## src/rtl/pred_pkg.sv

```systemverilog
// Shared definitions for the gshare branch predictor: opcodes, counter
// encodings, FSM state type and 2-bit saturating counter helpers.
package pred_pkg;

    localparam logic [4:0] OP_BRANCH = 5'b11000;
    localparam logic [4:0] OP_JAL    = 5'b11011;

    localparam logic [1:0] SNT = 2'b00;
    localparam logic [1:0] WNT = 2'b01;
    localparam logic [1:0] WT  = 2'b10;
    localparam logic [1:0] ST  = 2'b11;

    typedef enum logic {
        INIT = 1'b0,
        RUN  = 1'b1
    } pred_state_t;

    function automatic logic [1:0] ctr_inc(input logic [1:0] c);
        return (c == ST) ? ST : c + 2'd1;
    endfunction

    function automatic logic [1:0] ctr_dec(input logic [1:0] c);
        return (c == SNT) ? SNT : c - 2'd1;
    endfunction

    function automatic logic [1:0] ctr_update(input logic [1:0] c, input logic taken);
        return taken ? ctr_inc(c) : ctr_dec(c);
    endfunction

endpackage

```

## src/rtl/pred_gshare_if.sv

```systemverilog
// Fetch-side lookup and execute-side feedback bundle of the gshare predictor.
// Feedback has no back-pressure: a write_enable pulse is consumed on the next
// rising edge once the predictor is in RUN, and ignored while initialising;
// pred_ready_out only qualifies the prediction outputs.
interface pred_gshare_if #(
    parameter int INDEX_BITS = 10
);
    logic [31:0]           pred_addr_in;
    logic [31:0]           pred_ins_in;
    logic                  pred_write_enable_in;
    logic [INDEX_BITS-1:0] pred_indx_in;
    logic                  pred_taken_in;
    logic                  pred_mispredict_in;
    logic                  pred_taken_out;
    logic [31:0]           pred_pc_out;
    logic [INDEX_BITS-1:0] pred_indx_out;
    logic                  pred_ready_out;
    logic [31:0]           pred_miss_count_out;

    modport master (
        output pred_addr_in, pred_ins_in, pred_write_enable_in,
               pred_indx_in, pred_taken_in, pred_mispredict_in,
        input  pred_taken_out, pred_pc_out, pred_indx_out,
               pred_ready_out, pred_miss_count_out
    );

    modport slave (
        input  pred_addr_in, pred_ins_in, pred_write_enable_in,
               pred_indx_in, pred_taken_in, pred_mispredict_in,
        output pred_taken_out, pred_pc_out, pred_indx_out,
               pred_ready_out, pred_miss_count_out
    );

endinterface

```

## src/rtl/pred_imm_gen.sv

```systemverilog
// Combinational decode of RV32 conditional branches and JAL: classifies the
// instruction and produces its sign-extended offset and the PC-relative target.
module pred_imm_gen
    import pred_pkg::*;
(
    input  logic [31:0] ins,
    input  logic [31:0] addr,
    output logic [31:0] imm,
    output logic [31:0] target,
    output logic        is_branch,
    output logic        is_jal
);

    logic unused_ins_bits;
    assign unused_ins_bits = ^ins[1:0];

    always_comb begin
        is_branch = (ins[6:2] == OP_BRANCH);
        is_jal    = (ins[6:2] == OP_JAL);
        imm       = '0;
        if (is_branch) begin
            imm = {{19{ins[31]}}, ins[31], ins[7], ins[30:25], ins[11:8], 1'b0};
        end else if (is_jal) begin
            imm = {{11{ins[31]}}, ins[31], ins[19:12], ins[20], ins[30:21], 1'b0};
        end
    end

    // Wraps modulo 2^32, matching the fetch PC adder.
    assign target = addr + imm;

endmodule

```

## src/rtl/pred_gshare.sv

```systemverilog
// Gshare direction predictor with a self-initialising 2-bit counter table,
// combinational same-cycle prediction and a saturating mispredict counter.
module pred_gshare
    import pred_pkg::*;
#(
    parameter int          INDEX_BITS = 10,
    parameter int          HIST_BITS  = 8,
    parameter logic [1:0]  INIT_STATE = WNT,
    parameter logic [31:0] MISS_RESET = 32'h0
) (
    input  logic         pred_clock_in,
    input  logic         pred_reset_in,
    pred_gshare_if.slave bus,
    output pred_state_t  fsm_state
);

    localparam int DEPTH = 2 ** INDEX_BITS;
    typedef logic [INDEX_BITS-1:0] idx_t;

    pred_state_t state;
    pred_state_t state_next;
    idx_t        ptr;
    logic        init_active;
    logic        ready;

    logic [1:0]  table_q [DEPTH];
    logic        wr_en;
    idx_t        wr_idx;
    logic [1:0]  wr_data;

    idx_t        hist;
    idx_t        idx;
    logic        upd;
    logic [31:0] miss_count;

    logic [31:0] imm;
    logic [31:0] target;
    logic        is_branch;
    logic        is_jal;
    logic        taken;
    logic [31:0] pc;

    // ---------------- FSM: state register / next state / outputs
    always_ff @(posedge pred_clock_in or posedge pred_reset_in) begin
        if (pred_reset_in) begin
            state <= INIT;
        end else begin
            state <= state_next;
        end
    end

    always_comb begin
        state_next = state;
        if (state == INIT && ptr == idx_t'(DEPTH - 1)) begin
            state_next = RUN;
        end
    end

    always_comb begin
        init_active = (state == INIT);
        ready       = (state == RUN);
    end

    assign fsm_state = state;

    always_ff @(posedge pred_clock_in or posedge pred_reset_in) begin
        if (pred_reset_in) begin
            ptr <= '0;
        end else if (init_active) begin
            ptr <= ptr + 1'b1;
        end
    end

    // ---------------- global history
    assign upd = ready && bus.pred_write_enable_in;

    generate
        if (HIST_BITS > 0) begin : g_hist
            logic [HIST_BITS-1:0] ghr;
            logic [HIST_BITS:0]   ghr_shift;

            assign ghr_shift = {ghr, bus.pred_taken_in};

            always_ff @(posedge pred_clock_in or posedge pred_reset_in) begin
                if (pred_reset_in) begin
                    ghr <= '0;
                end else if (upd) begin
                    ghr <= ghr_shift[HIST_BITS-1:0];
                end
            end

            assign hist = idx_t'(ghr);
        end else begin : g_bimodal
            assign hist = '0;
        end
    endgenerate

    assign idx = bus.pred_addr_in[INDEX_BITS+1:2] ^ hist;

    // ---------------- counter table, single write port shared by init and update
    always_comb begin
        wr_en   = 1'b0;
        wr_idx  = ptr;
        wr_data = INIT_STATE;
        if (init_active) begin
            wr_en = 1'b1;
        end else if (bus.pred_write_enable_in) begin
            wr_en   = 1'b1;
            wr_idx  = bus.pred_indx_in;
            wr_data = ctr_update(table_q[bus.pred_indx_in], bus.pred_taken_in);
        end
    end

    always_ff @(posedge pred_clock_in) begin
        if (wr_en) begin
            table_q[wr_idx] <= wr_data;
        end
    end

    // ---------------- mispredict counter
    always_ff @(posedge pred_clock_in or posedge pred_reset_in) begin
        if (pred_reset_in) begin
            miss_count <= MISS_RESET;
        end else if (upd && bus.pred_mispredict_in && miss_count != '1) begin
            miss_count <= miss_count + 32'd1;
        end
    end

    // ---------------- prediction
    pred_imm_gen u_imm (
        .ins       (bus.pred_ins_in),
        .addr      (bus.pred_addr_in),
        .imm       (imm),
        .target    (target),
        .is_branch (is_branch),
        .is_jal    (is_jal)
    );

    // Reads the pre-update counter: an update in the same cycle is not bypassed.
    always_comb begin
        taken = 1'b0;
        pc    = '0;
        if (ready) begin
            taken = is_jal | (is_branch & table_q[idx][1]);
            pc    = taken ? target : 32'h0;
        end
    end

    assign bus.pred_taken_out      = taken;
    assign bus.pred_pc_out         = pc;
    assign bus.pred_indx_out       = idx;
    assign bus.pred_ready_out      = ready;
    assign bus.pred_miss_count_out = miss_count;

endmodule

```

## src/flat_wrapper.sv

```systemverilog
// flat-port wrapper written by rule: the top's interface ports become plain ports
module pred_gshare_flat import pred_pkg::*;
#(
    parameter int          INDEX_BITS = 10,
    parameter int          HIST_BITS  = 8,
    parameter logic [1:0]  INIT_STATE = WNT,
    parameter logic [31:0] MISS_RESET = 32'h0
)
  (pred_clock_in, pred_reset_in, fsm_state, bus_pred_addr_in, bus_pred_ins_in, bus_pred_write_enable_in, bus_pred_indx_in, bus_pred_taken_in, bus_pred_mispredict_in, bus_pred_taken_out, bus_pred_pc_out, bus_pred_indx_out, bus_pred_ready_out, bus_pred_miss_count_out);
  pred_gshare_if #(.INDEX_BITS(INDEX_BITS)) bus_i ();
  input  logic pred_clock_in;
  input  logic pred_reset_in;
  output pred_state_t fsm_state;
  input wire logic [$bits(bus_i.pred_addr_in)-1:0] bus_pred_addr_in;
  input wire logic [$bits(bus_i.pred_ins_in)-1:0] bus_pred_ins_in;
  input wire logic [$bits(bus_i.pred_write_enable_in)-1:0] bus_pred_write_enable_in;
  input wire logic [$bits(bus_i.pred_indx_in)-1:0] bus_pred_indx_in;
  input wire logic [$bits(bus_i.pred_taken_in)-1:0] bus_pred_taken_in;
  input wire logic [$bits(bus_i.pred_mispredict_in)-1:0] bus_pred_mispredict_in;
  output wire logic [$bits(bus_i.pred_taken_out)-1:0] bus_pred_taken_out;
  output wire logic [$bits(bus_i.pred_pc_out)-1:0] bus_pred_pc_out;
  output wire logic [$bits(bus_i.pred_indx_out)-1:0] bus_pred_indx_out;
  output wire logic [$bits(bus_i.pred_ready_out)-1:0] bus_pred_ready_out;
  output wire logic [$bits(bus_i.pred_miss_count_out)-1:0] bus_pred_miss_count_out;
  assign bus_i.pred_addr_in = bus_pred_addr_in;
  assign bus_i.pred_ins_in = bus_pred_ins_in;
  assign bus_i.pred_write_enable_in = bus_pred_write_enable_in;
  assign bus_i.pred_indx_in = bus_pred_indx_in;
  assign bus_i.pred_taken_in = bus_pred_taken_in;
  assign bus_i.pred_mispredict_in = bus_pred_mispredict_in;
  assign bus_pred_taken_out = bus_i.pred_taken_out;
  assign bus_pred_pc_out = bus_i.pred_pc_out;
  assign bus_pred_indx_out = bus_i.pred_indx_out;
  assign bus_pred_ready_out = bus_i.pred_ready_out;
  assign bus_pred_miss_count_out = bus_i.pred_miss_count_out;
  pred_gshare #(.INDEX_BITS(INDEX_BITS), .HIST_BITS(HIST_BITS), .INIT_STATE(INIT_STATE), .MISS_RESET(MISS_RESET)) u_core (.pred_clock_in(pred_clock_in), .pred_reset_in(pred_reset_in), .bus(bus_i), .fsm_state(fsm_state));
endmodule
```

## config.mk

```make
export PLATFORM = sky130hd
export DESIGN_NAME = pred_gshare_flat
export DESIGN_NICKNAME = d
export VERILOG_FILES = /design/src/rtl/pred_pkg.sv /design/src/rtl/pred_gshare_if.sv /design/src/rtl/pred_imm_gen.sv /design/src/rtl/pred_gshare.sv /design/src/flat_wrapper.sv
export SDC_FILE = /design/constraint.sdc
export NUM_CORES = 2
export LEC_CHECK = 0
export ABC_CLOCK_PERIOD_IN_PS = 47000
export CORE_ASPECT_RATIO = 0.75
export CORE_MARGIN = 2
export CORE_UTILIZATION = 55
export CTS_CLUSTER_DIAMETER = 40
export DETAILED_ROUTE_END_ITERATION = 10
export HOLD_SLACK_MARGIN = 0.15
export PLACE_DENSITY_LB_ADDON = 0.15
export SYNTH_ARGS = -nofsm -noshare
export SYNTH_HDL_FRONTEND = slang
export SYNTH_SLANG_ARGS = --single-unit
```

## constraint.sdc

```tcl
create_clock -name pred_clock_in -period 47 [get_ports pred_clock_in]
set_clock_uncertainty 0.05 [all_clocks]
set_input_delay 9.4 -clock pred_clock_in [delete_from_list [all_inputs] [get_ports pred_clock_in]]
set_output_delay 9.4 -clock pred_clock_in [all_outputs]
set_load 0.01 [all_outputs]
```

==> impl_metrics.ini <==
[layout]
drive_gt1_share_pct = 23.2
multi_input_area_um2 = 31000
area_growth_syn_to_layout_pct = 11.6
finish.net_count = 5976
seqCellArea_um2 = 62800
fillers = 12400

[pwr]
p_sw_share_pct = 22.8
p_per_area_nw_per_um2 = 37.2
combinationalPowerShare_pct = 4.3
p_leak_nw = 32.7
net-switching-power_uw = 905
ir_worst_vdd_mv = 0.0306
intPower_mw = 3.07
pwr-share-seq_pct = 50.9
clock_power_share_pct = 44.9

[worst_setup_path]
crit_chain = clkdlybuf4s50_1 -> xnor2_2 -> buf_4 -> inv_8 -> buf_4 -> buf_4 -> mux4_2 -> a22o_1 -> a221oi_1 -> o22ai_1 -> or4b_1 -> nor2_1 -> o21ai_1 -> a32oi_2 -> buf_4 -> a2111oi_0 -> clkdlybuf4s50_1
crit_top_cell = buf_4
cp_slowest_stage_delay_ps = 780
cp-start-kind = primary input
cp_top_family = buffers and inverters
arrival_ps = 16910
crit_path_max_fanout = 64
end_kind = output port
crit_required_ps = 37550
slowest_stage = buf_4
critPathKind = in2out
path_buf_inv = 7

[clock_tree]
cts_resized = 0
numCtsBuffers = 223
cts_max_level = 4
post_cts_buffers = 0
postCtsHoldBufs = 0
cts.sinks = 2099
clockBufferDepth = 3
clk_latency_ps = 880
cts_tree = yes
cts-root-buf = clkbuf_16
path_clk_slew_ps = 60

[place]
pre_cts_ws_ps = 20770
post-dp-hpwl_um = 179000
portBuffers = 153
gp_congestion = 0.882

[drt]
routed_wl_um = 307000
wire_per_inst_um = 36.9
drt_iter0_drc = 10100
drt_pre_antenna_iters = 9
num_vias = 60100
routed_via_density = 7.22
ant_nets = 0
drc_errors = 0

[logic_synthesis]
yosysMostFrequentCell = edfxtp_1
synth_edf_count = 2048
synth.top_cell.area_share_pct = 64.2
synth_area_leaders = edfxtp_1 64%, mux4_2 19%, nor2_1 4.4%
synth_area_um2 = 95800
synth-seq-area-share_pct = 65.5
synth_top_area_cell = edfxtp_1
yosysWarnings = 0
ys_top_cells_by_count = 2048 x edfxtp_1, 1135 x nor2_1, 791 x mux4_2
async_flop_share_pct = 2.43
synth.avg_cell_area_um2 = 16.5
synth_fp_nets = 5922
yosys_most_used_dff = edfxtp_1
netlist-cell-type-count = 78
ys_seq_elements = 2099
synth_cells = 5804

[floorplan]
start_util_pct = 55.4
die_area_um2 = 178000
die_w_um = 486
die_y_um = 366
core-area_um2 = 173000
rows = 132
ios = 156

[timing]
tns_ps = 0
hold_violations = 0
max_freq_mhz = 37.9
setup_viol = 0
worst_slack_ps = 20640
fin_crit_sh_pct = 56.1
maxSlewViolCount = 0
holdWs_ps = 440
max_slew.worst_pin.slew_ps = 1370
period_minus_slack_ps = 26360
grt_setup_unrepaired = false
relSlewSlack_pct = 8.00

[min_path]
hold_class = reg2reg

[global_route]
grt_pass1_wl_um = 431000
grt_overflow = 0
grt.total_usage_pct = 34.6
grt_max_degree = 269
grt_pass1_vias = 57300
antenna_found_initial = 16

[job]
cap_violations = 0

[status]
status = finished, final reports clean
-- state kept, by name, summed over array words and instances (netlist names) --
register and cells:
u_core.bus.pred_ready_out 1, u_core.table_q 2048, u_core.ptr 10, u_core.g_hist.ghr 8, u_core.bus.pred_miss_count_out 32
-- per-layer routing --
layer | vias up | GRT usage [%] | share of wire, %
met5 | - | 0 | 0.034
met3 | 716 | 11.8 | 16
met4 | 16 | 11.9 | 3.9
met1 | 31200 | 50.4 | 37
met2 | 4858 | 49.2 | 43
li1 | 23300 | - | -
-- worst paths after layout --
check / startpoint / to / slack (ps) / cells past startpoint
max in group asynchronous: pred_reset_in / u_core.g_hist.ghr[5]$_DFFE_PP0P_ / 37320 / 3
setup reg to reg: u_core.table_q[317][0]$_DFFE_PP_ / u_core.table_q[457][0]$_DFFE_PP_ / 40130 / 14
setup / recovery: bus_pred_addr_in[2] / bus_pred_pc_out[23] / 20640 / 17
hold reg to reg: u_core.bus.pred_miss_count_out[23]$_DFFE_PP0P_ / u_core.bus.pred_miss_count_out[23]$_DFFE_PP0P_ / 440 / 1
hold / removal: u_core.bus.pred_miss_count_out[23]$_DFFE_PP0P_ / u_core.bus.pred_miss_count_out[23]$_DFFE_PP0P_ / 440 / 1
min in group asynchronous: pred_reset_in / u_core.bus.pred_miss_count_out[2]$_DFFE_PP0P_ / 9030 / 3
-- placed cells by master, fill, tap and decap left out, types with 15 or more instances in the layout --
master / n
nor2b_1: 15
mux2_2: 16
nand3_1: 94
clkinvlp_4: 16
nand2_1: 223
mux2i_1: 95
nor3_1: 50
inv_1: 17
o21ai_0: 29
edfxtp_1: 2048
nand4_1: 27
a21oi_1: 71
o22ai_1: 47
clkbuf_1: 23
a22o_1: 47
clkinv_1: 36
a221oi_1: 40
or3_1: 18
and2_1: 19
mux4_2: 791
nor4_1: 16
nor2_1: 1124
a22oi_1: 75
bufinv_16: 19
nand2_2: 15
nand2b_1: 24
xor2_1: 24
clkbuf_16: 223
clkinv_4: 15
a31oi_1: 23
dfrtp_1: 51
buf_4: 150
ha_1: 38
xnor2_1: 40
clkinv_2: 34
clkdlybuf4s50_1: 148
a21o_1: 23
inv_6: 21
-- area by class of cell --
cell class              instances  share of cell area, %
clock inverters               162                   1.57
flip-flops and latches       2099                   58.7
well taps                    2278                   2.66
diodes                          4                0.00936
inverters                      27                  0.116
multi-input cells            3194                   28.9
repair buffers                313                   2.68
clock buffers                 249                   5.34
-- power groups by stage --
| stage | registers [mW] | clock network, mW | logic (mW) |
|---|---|---|---|
| after floorplan | 2.06 | 0 | 0.0981 |
| after global placement | 2.06 | 0 | 0.165 |
| after detailed placement | 2.06 | 0 | 0.165 |
| after CTS | 2.02 | 1.79 | 0.166 |
| after global routing | 2.02 | 1.86 | 0.174 |
| final | 2.02 | 1.78 | 0.170 |
-- kinds of logic after synthesis --
logic type      share of synthesized area [%]
flops                                    65.5
simple gates                             7.32
mux                                      19.8
buf+inv                                  2.51
compound gates                           3.70
xor+xnor                                0.672
fa+ha+maj                               0.527
-- per-stage QoR --
step	power, mW	instance area, um2	cells	utilization (%)
floorplan	2.16	95800	5804	-
global placement	2.23	99600	7911	57.6
detailed placement	2.23	99600	7911	57.6
CTS	3.98	107000	8322	61.9
global route	4.06	107000	8323	61.9
finish	3.97	107000	8326	61.9
Power figures use the tool's default switching activity.
